==> src/rtl/multiplicador.sv <==
// Sequential shift-add multiplier, one multiplier bit per cycle, LSB first.
// Define MULT_SINAL_EN to add the sinal port and the AJUSTA sign-correction state.
module multiplicador #(
    parameter int LARGURA = 16
) (
    input  logic               clk,
    input  logic               rst_n,
    input  logic               inicio,
`ifdef MULT_SINAL_EN
    input  logic               sinal,
`endif
    input  logic [LARGURA-1:0] operando1,
    input  logic [LARGURA-1:0] operando2,
    output logic [LARGURA-1:0] mulH,
    output logic [LARGURA-1:0] mulL,
    output logic               ocupado,
    output logic               pronto
);

    localparam int CW = $clog2(LARGURA + 1);

`ifdef MULT_SINAL_EN
    typedef enum logic [1:0] {OCIOSO, CALCULA, AJUSTA} estado_t;
`else
    typedef enum logic [0:0] {OCIOSO, CALCULA} estado_t;
`endif

    estado_t                estado, estado_prox;
    logic [LARGURA-1:0]     mcando, mcando_prox;
    logic [LARGURA-1:0]     mdor, mdor_prox;
    logic [2*LARGURA:0]     acc, acc_prox;
    logic [CW-1:0]          cont, cont_prox;
    logic [LARGURA-1:0]     mul_h_prox, mul_l_prox;
    logic                   ocupado_prox, pronto_prox;
    logic [LARGURA:0]       soma;
    logic [2*LARGURA:0]     passo;
`ifdef MULT_SINAL_EN
    logic                   negar, negar_prox;
    logic [2*LARGURA-1:0]   produto;
`endif

    always_ff @(posedge clk or negedge rst_n) begin
        if (!rst_n) begin
            estado  <= OCIOSO;
            mcando  <= '0;
            mdor    <= '0;
            acc     <= '0;
            cont    <= '0;
            mulH    <= '0;
            mulL    <= '0;
            ocupado <= 1'b0;
            pronto  <= 1'b0;
`ifdef MULT_SINAL_EN
            negar   <= 1'b0;
`endif
        end else begin
            estado  <= estado_prox;
            mcando  <= mcando_prox;
            mdor    <= mdor_prox;
            acc     <= acc_prox;
            cont    <= cont_prox;
            mulH    <= mul_h_prox;
            mulL    <= mul_l_prox;
            ocupado <= ocupado_prox;
            pronto  <= pronto_prox;
`ifdef MULT_SINAL_EN
            negar   <= negar_prox;
`endif
        end
    end

    // The upper half keeps one extra bit so the carry of each add survives the shift.
    always_comb begin
        estado_prox  = estado;
        mcando_prox  = mcando;
        mdor_prox    = mdor;
        acc_prox     = acc;
        cont_prox    = cont;
        mul_h_prox   = mulH;
        mul_l_prox   = mulL;
        ocupado_prox = ocupado;
        pronto_prox  = 1'b0;
        soma         = acc[2*LARGURA:LARGURA] + (mdor[0] ? {1'b0, mcando} : '0);
        passo        = {1'b0, soma, acc[LARGURA-1:1]};
`ifdef MULT_SINAL_EN
        negar_prox   = negar;
        produto      = negar ? (~acc[2*LARGURA-1:0] + 1'b1) : acc[2*LARGURA-1:0];
`endif
        case (estado)
            OCIOSO: begin
                if (inicio) begin
`ifdef MULT_SINAL_EN
                    mcando_prox = (sinal && operando1[LARGURA-1]) ? (~operando1 + 1'b1) : operando1;
                    mdor_prox   = (sinal && operando2[LARGURA-1]) ? (~operando2 + 1'b1) : operando2;
                    negar_prox  = sinal && (operando1[LARGURA-1] ^ operando2[LARGURA-1]);
`else
                    mcando_prox = operando1;
                    mdor_prox   = operando2;
`endif
                    acc_prox     = '0;
                    cont_prox    = '0;
                    ocupado_prox = 1'b1;
                    estado_prox  = CALCULA;
                end
            end
            CALCULA: begin
                acc_prox  = passo;
                mdor_prox = mdor >> 1;
                cont_prox = cont + CW'(1);
                if (cont == CW'(LARGURA - 1)) begin
`ifdef MULT_SINAL_EN
                    estado_prox = AJUSTA;
`else
                    {mul_h_prox, mul_l_prox} = passo[2*LARGURA-1:0];
                    pronto_prox  = 1'b1;
                    ocupado_prox = 1'b0;
                    estado_prox  = OCIOSO;
`endif
                end
            end
`ifdef MULT_SINAL_EN
            AJUSTA: begin
                {mul_h_prox, mul_l_prox} = produto;
                pronto_prox  = 1'b1;
                ocupado_prox = 1'b0;
                estado_prox  = OCIOSO;
            end
`endif
            default: estado_prox = OCIOSO;
        endcase
    end

endmodule

==> config.mk <==
export PLATFORM = sky130hd
export DESIGN_NAME = multiplicador
export DESIGN_NICKNAME = d
export VERILOG_FILES = /design/src/rtl/multiplicador.sv
export SDC_FILE = /design/constraint.sdc
export NUM_CORES = 1
export LEC_CHECK = 0
export ABC_AREA = 1
export BUFFER_PORTS_ARGS = -buffer_cell sky130_fd_sc_hd__clkbuf_2
export CAP_MARGIN = 20
export CORE_MARGIN = 5
export CORE_UTILIZATION = 45
export CTS_CLUSTER_DIAMETER = 80
export DETAILED_ROUTE_END_ITERATION = 12
export PLACE_DENSITY = 0.77
export SLEW_MARGIN = 15
export SYNTH_ARGS = -nofsm -noshare
export SYNTH_HDL_FRONTEND = slang
export SYNTH_SLANG_ARGS = --single-unit
==> constraint.sdc <==
create_clock -name clk -period 7 [get_ports clk]
set_clock_uncertainty 0.1 [all_clocks]
set_input_delay 1.05 -clock clk [delete_from_list [all_inputs] [get_ports clk]]
set_output_delay 1.05 -clock clk [all_outputs]
set_load 0.05 [all_outputs]
---- Word-level counts from Yosys, hierarchy flattened ----
Cells that the tools add are included.
storage, ports and cells
  bits in registers ....................... 105
  word-level logic and storage cells ...... 33
cells by class
  eq/ne operators ......................... 3
  reduce and logical (&&, ||, !) cells .... 3
  $add $sub $neg .......................... 2
  bitwise operators ....................... 1
  muxes and demuxes ....................... 15
operators with widths
  cell                                                                      number
  33-bit case mux with 2 select lines                                       1
  33-bit 2-to-1 mux                                                         1
  16-bit 2-to-1 mux                                                         2
  16-bit case mux with 2 select lines                                       1
  17-bit by 16-bit adder with 17-bit output                                 1
  5-bit case mux with 2 select lines                                        1
  1-bit 2-to-1 mux                                                          6
  2-bit AND reduction                                                       3
  5-bit by 1-bit adder with 5-bit output (second input constant)            1
  5-bit by 4-bit == test with 1-bit output (second input constant)          1
  5-bit 2-to-1 mux                                                          1
  1-bit case mux with 2 select lines                                        2
  2-bit by 1-bit inequality test with 1-bit output (second input constant)  1
  2-bit inequality test (second input constant)                             1
  1-bit NOT                                                                 1

---- Longest topological paths before layout ----
  depth after elaboration ................. 3
  mapped depth ............................ 16

---- Worst setup path before layout ----
Ideal clock, no wire load.
  kind .................................... register to register
  start ................................... register mdor[0]
  end ..................................... register mulH[11]
  arrival ................................. 2.085 ns
  stages on the path, launching flop included .. 16
  slack ................................... 4.698 ns
  path through ............................ dfrtp_1 > clkbuf_1 > clkbuf_1 > nand2_1 > inv_1 > ha_1 > inv_1 > fa_1 > inv_1 > nand3_1 > nand3_1 > nand3_1 > nand3_2 > nand2_1 > nand3_1 > nand2_1
on the way
  longest elaborated chain between the ends .. 2
ends and longest elaborated chain
  element                                    RTL line  source
  start, declared                            30        logic [LARGURA-1:0] mdor, mdor_prox;
  start signal, assigned                     59        mdor <= mdor_prox;
  16-bit 2-to-1 mux                          83        soma = acc[2*LARGURA:LARGURA] + (mdor[0] ? {1'b0, mcando} : '0);
  17-bit by 16-bit adder with 17-bit output  83
  end signal, assigned                       62        mulH <= mul_h_prox;
  end, declared                              14        output logic [LARGURA-1:0] mulH,
No other way between the ends.
A chain may end at the register's enable or synchronous reset.

---- Final worst setup path ----
  start ................................... register cont[0]
  end ..................................... register mulH[10]
on the way
  longest elaborated chain between the ends .. 2
ends and longest elaborated chain
  element                                   RTL line  source
  start, declared                           32        logic [CW-1:0] cont, cont_prox;
  start signal, assigned                    61        cont <= cont_prox;
  5-bit by 4-bit == test with 1-bit output  110       if (cont == CW'(LARGURA - 1)) begin
  2-bit AND reduction (no source line)      --
No other way between the ends.

==> flow_summary.toml <==
[yosys]
seq_area_frac_synth_pct = 51.3
synth_top_area_share_pct = 51.3
yosysWarnings = 0
yosysMostFrequentCell = "nand2_1"
ys_top_cells_by_count = "263 x nand2_1, 103 x dfrtp_1, 73 x inv_1, 47 x nand3_1, 27 x o21ai_0"
synth_top_flop_cell = "dfrtp_1"
yosys-top-cells-area = "dfrtp_1 51%, nand2_1 20%, inv_1 5.5%"
synth_top_cell_by_area = "dfrtp_1"
synth-async-reset-ratio_pct = 100
yosys_register_bits = 103
synth_edf_count = 0
syn_area_mm2 = 0.00502
syn_nets = 682
synthCells = 628
synth_cell_types = 30
post_synth.cell_area_avg_um2 = 8.00

[sta]
maxSlewHeadroom_pct = 46.0
period_needed_ns = 2.57
tightest_slew_ns = 0.807
setup_tns_ns = 0
setup_viol = 0
finalMaxSlewViolations = 0
rsz0062_at_grt = "false"
period_share_pct = 36.8
hold_violations = 0
fmax_ghz = 0.388

[grt]
grt_pass1_wl_um = 18900
grtUsageTotal_pct = 17.5
antenna_found_initial = 0
grt_max_degree = 55
overflow = 0
grt_pass1_vias = 4008

[cts]
htreeDepth = 3
cts_buffer_depth = 2
clk_pin_slew_ns = 0.10
cts_buffers = 9
clockRootBuffer = "clkbuf_8"
post_cts_buffers = 0
cts_tree = "yes"
cts_hold_buf = 0
cts_sinks = 103
clock_latency_ns = 0.38
cts_resized = 0

[setup_path]
cp_max_fo = 53
endpoint_kind = "register"
crit_slowest_cell = "nand2_2"
crit_family = "simple AND/OR/NAND/NOR gates"
crit_buf_inv = 1
start_kind = "register"
slowest_delay_ns = 0.59
cpMostUsedCell = "ha_1"
path_cells = "ha_1 -> and3_1 -> ha_1 -> nand2_2 -> inv_1 -> nand3_1 -> nand2_1"
arrival_ns = 2.74
worstSetupPathType = "register to register"
crit_required_ns = 7.17

[run_status]
outcome = "complete, no violations"

[job]
maxCapViolations = 0

[floorplan]
io_pins = 69
dieWidth_um = 116
coreArea_mm2 = 0.0109
rows = 38
start_util_pct = 46.1
dieArea_mm2 = 0.0134
die_h_um = 116

[power]
power.density_mw_per_mm2 = 407
internal-power_w = 0.00125
ir_worst_vdd_mv = 0.171
power.switching_w = 0.00105
clock_power_share_pct = 16.2
power_frac_comb_pct = 42.0
p_sw_share_pct = 45.6
seqPwrFrac_pct = 41.8
p_leak_nw = 3.24

[detailed_routing]
ant_nets = 0
vias_per_cell = 4.96
firstDrtPassIters = 4
drc_errors = 0
num_vias = 4125
initialDrtViolationCount = 202
wire_per_inst_um = 13.2
wl_um = 11000

[cells_and_area]
area_growth_syn_to_layout_pct = 12.6
post_route_cells_drive_above_1_share_pct = 15.6
final_util_pct = 51.9
n_antenna_cell = 0
fin_nets = 741

[place]
io_buffers = 68
gp_congestion = 0.926
dp_hpwl_um = 8040

[hold_path]
hold_path_class = "register to register"
-- stage by stage --
stage	setup slack [ns]	power, W	area, µm²	instances	hold slack [ns]
2_1_floorplan	4.70	0.00168	5020	628	0.349
3_3_place_gp	4.53	0.00191	5450	816	0.366
3_5_place_dp	4.42	0.00194	5450	816	0.366
4_1_cts	4.41	0.00231	5650	832	0.393
5_1_grt	4.15	0.00247	5650	832	0.405
6_report	4.43	0.00230	5650	832	0.390
-- cell type report --
cell class	instances	area [µm²]
tap	140	175
fill	1036	5240
clock buffer	9	124
clock inverter	7	82.6
sequential	103	2580
inverter	79	297
timing repair buffer	70	358
multi-input combinational	424	2040
-- power by group through the flow --
stage | combinational, W | clock, W | sequential, W
floorplan | 0.000486 | 0 | 0.00120
global placement | 0.000948 | 0 | 0.000967
detailed placement | 0.000968 | 0 | 0.000975
CTS | 0.000972 | 0.000379 | 0.000963
global route | 0.00107 | 0.000404 | 0.000992
finish | 0.000965 | 0.000372 | 0.000962
-- worst reg2reg max path: stages, from the launching register on --
cell and delay [ns]:
dfrtp_1 0.42, ha_1 0.22, and3_1 0.18, ha_1 0.18, nand2_2 0.59, inv_1 0.49, nand3_1 0.22, nand2_1 0.06
-- sequential cells by signal, indices dropped and copies added (netlist names) --
register and count:
mulH 16, mdor 16, ocupado 1, acc 31
mulL 16, estado 1, cont 5, pronto 1
mcando 16
-- layout by cell type, fill, tap and decap left out, drive strengths merged, types with 16 or more instances in the layout --
cell and count:
clkbuf 76, ha 18, o21ai 27, o22ai 17, nor2 16, nand3 49, dfrtp 103, nand2 270
inv 80
-- metal layers --
layer / GRT usage (%) / vias to the layer above / routed length [µm]
met5: 0 / - / 0
met4: 5.10 / 0 / 172
met3: 3.97 / 13 / 646
met2: 26.0 / 115 / 4660
met1: 25.9 / 1912 / 5480
li1: - / 2085 / -
-- final timing paths --
check / startpoint / end / slack (ns) / cells past startpoint
setup / recovery: cont[0]$_DFFE_PN0P_ / mulH[10]$_DFFE_PN0P_ / 4.43 / 7
hold / removal: mcando[13]$_DFFE_PN0P_ / mcando[13]$_DFFE_PN0P_ / 0.39 / 2
setup reg to reg: cont[0]$_DFFE_PN0P_ / mulH[10]$_DFFE_PN0P_ / 4.43 / 7
hold reg to reg: mcando[13]$_DFFE_PN0P_ / mcando[13]$_DFFE_PN0P_ / 0.39 / 2
max in group asynchronous: rst_n / mulH[10]$_DFFE_PN0P_ / 5.11 / 2
min in group asynchronous: rst_n / mdor[4]$_DFFE_PN0P_ / 0.57 / 1
-- kinds of logic (layout without fill, tap and decap cells) --
kind of cell,after synthesis,in the layout,synth area share [%]
AOI/OAI and AO/OA,53,53,6.10
xor gates and xnor gates,3,3,0.523
adders and majority gates,19,19,4.88
buffers and inverters,101,165,8.07
DFF,103,103,51.3
and+or+nand+nor,349,349,29.1
Note: power is estimated with default switching activity, not from simulation.
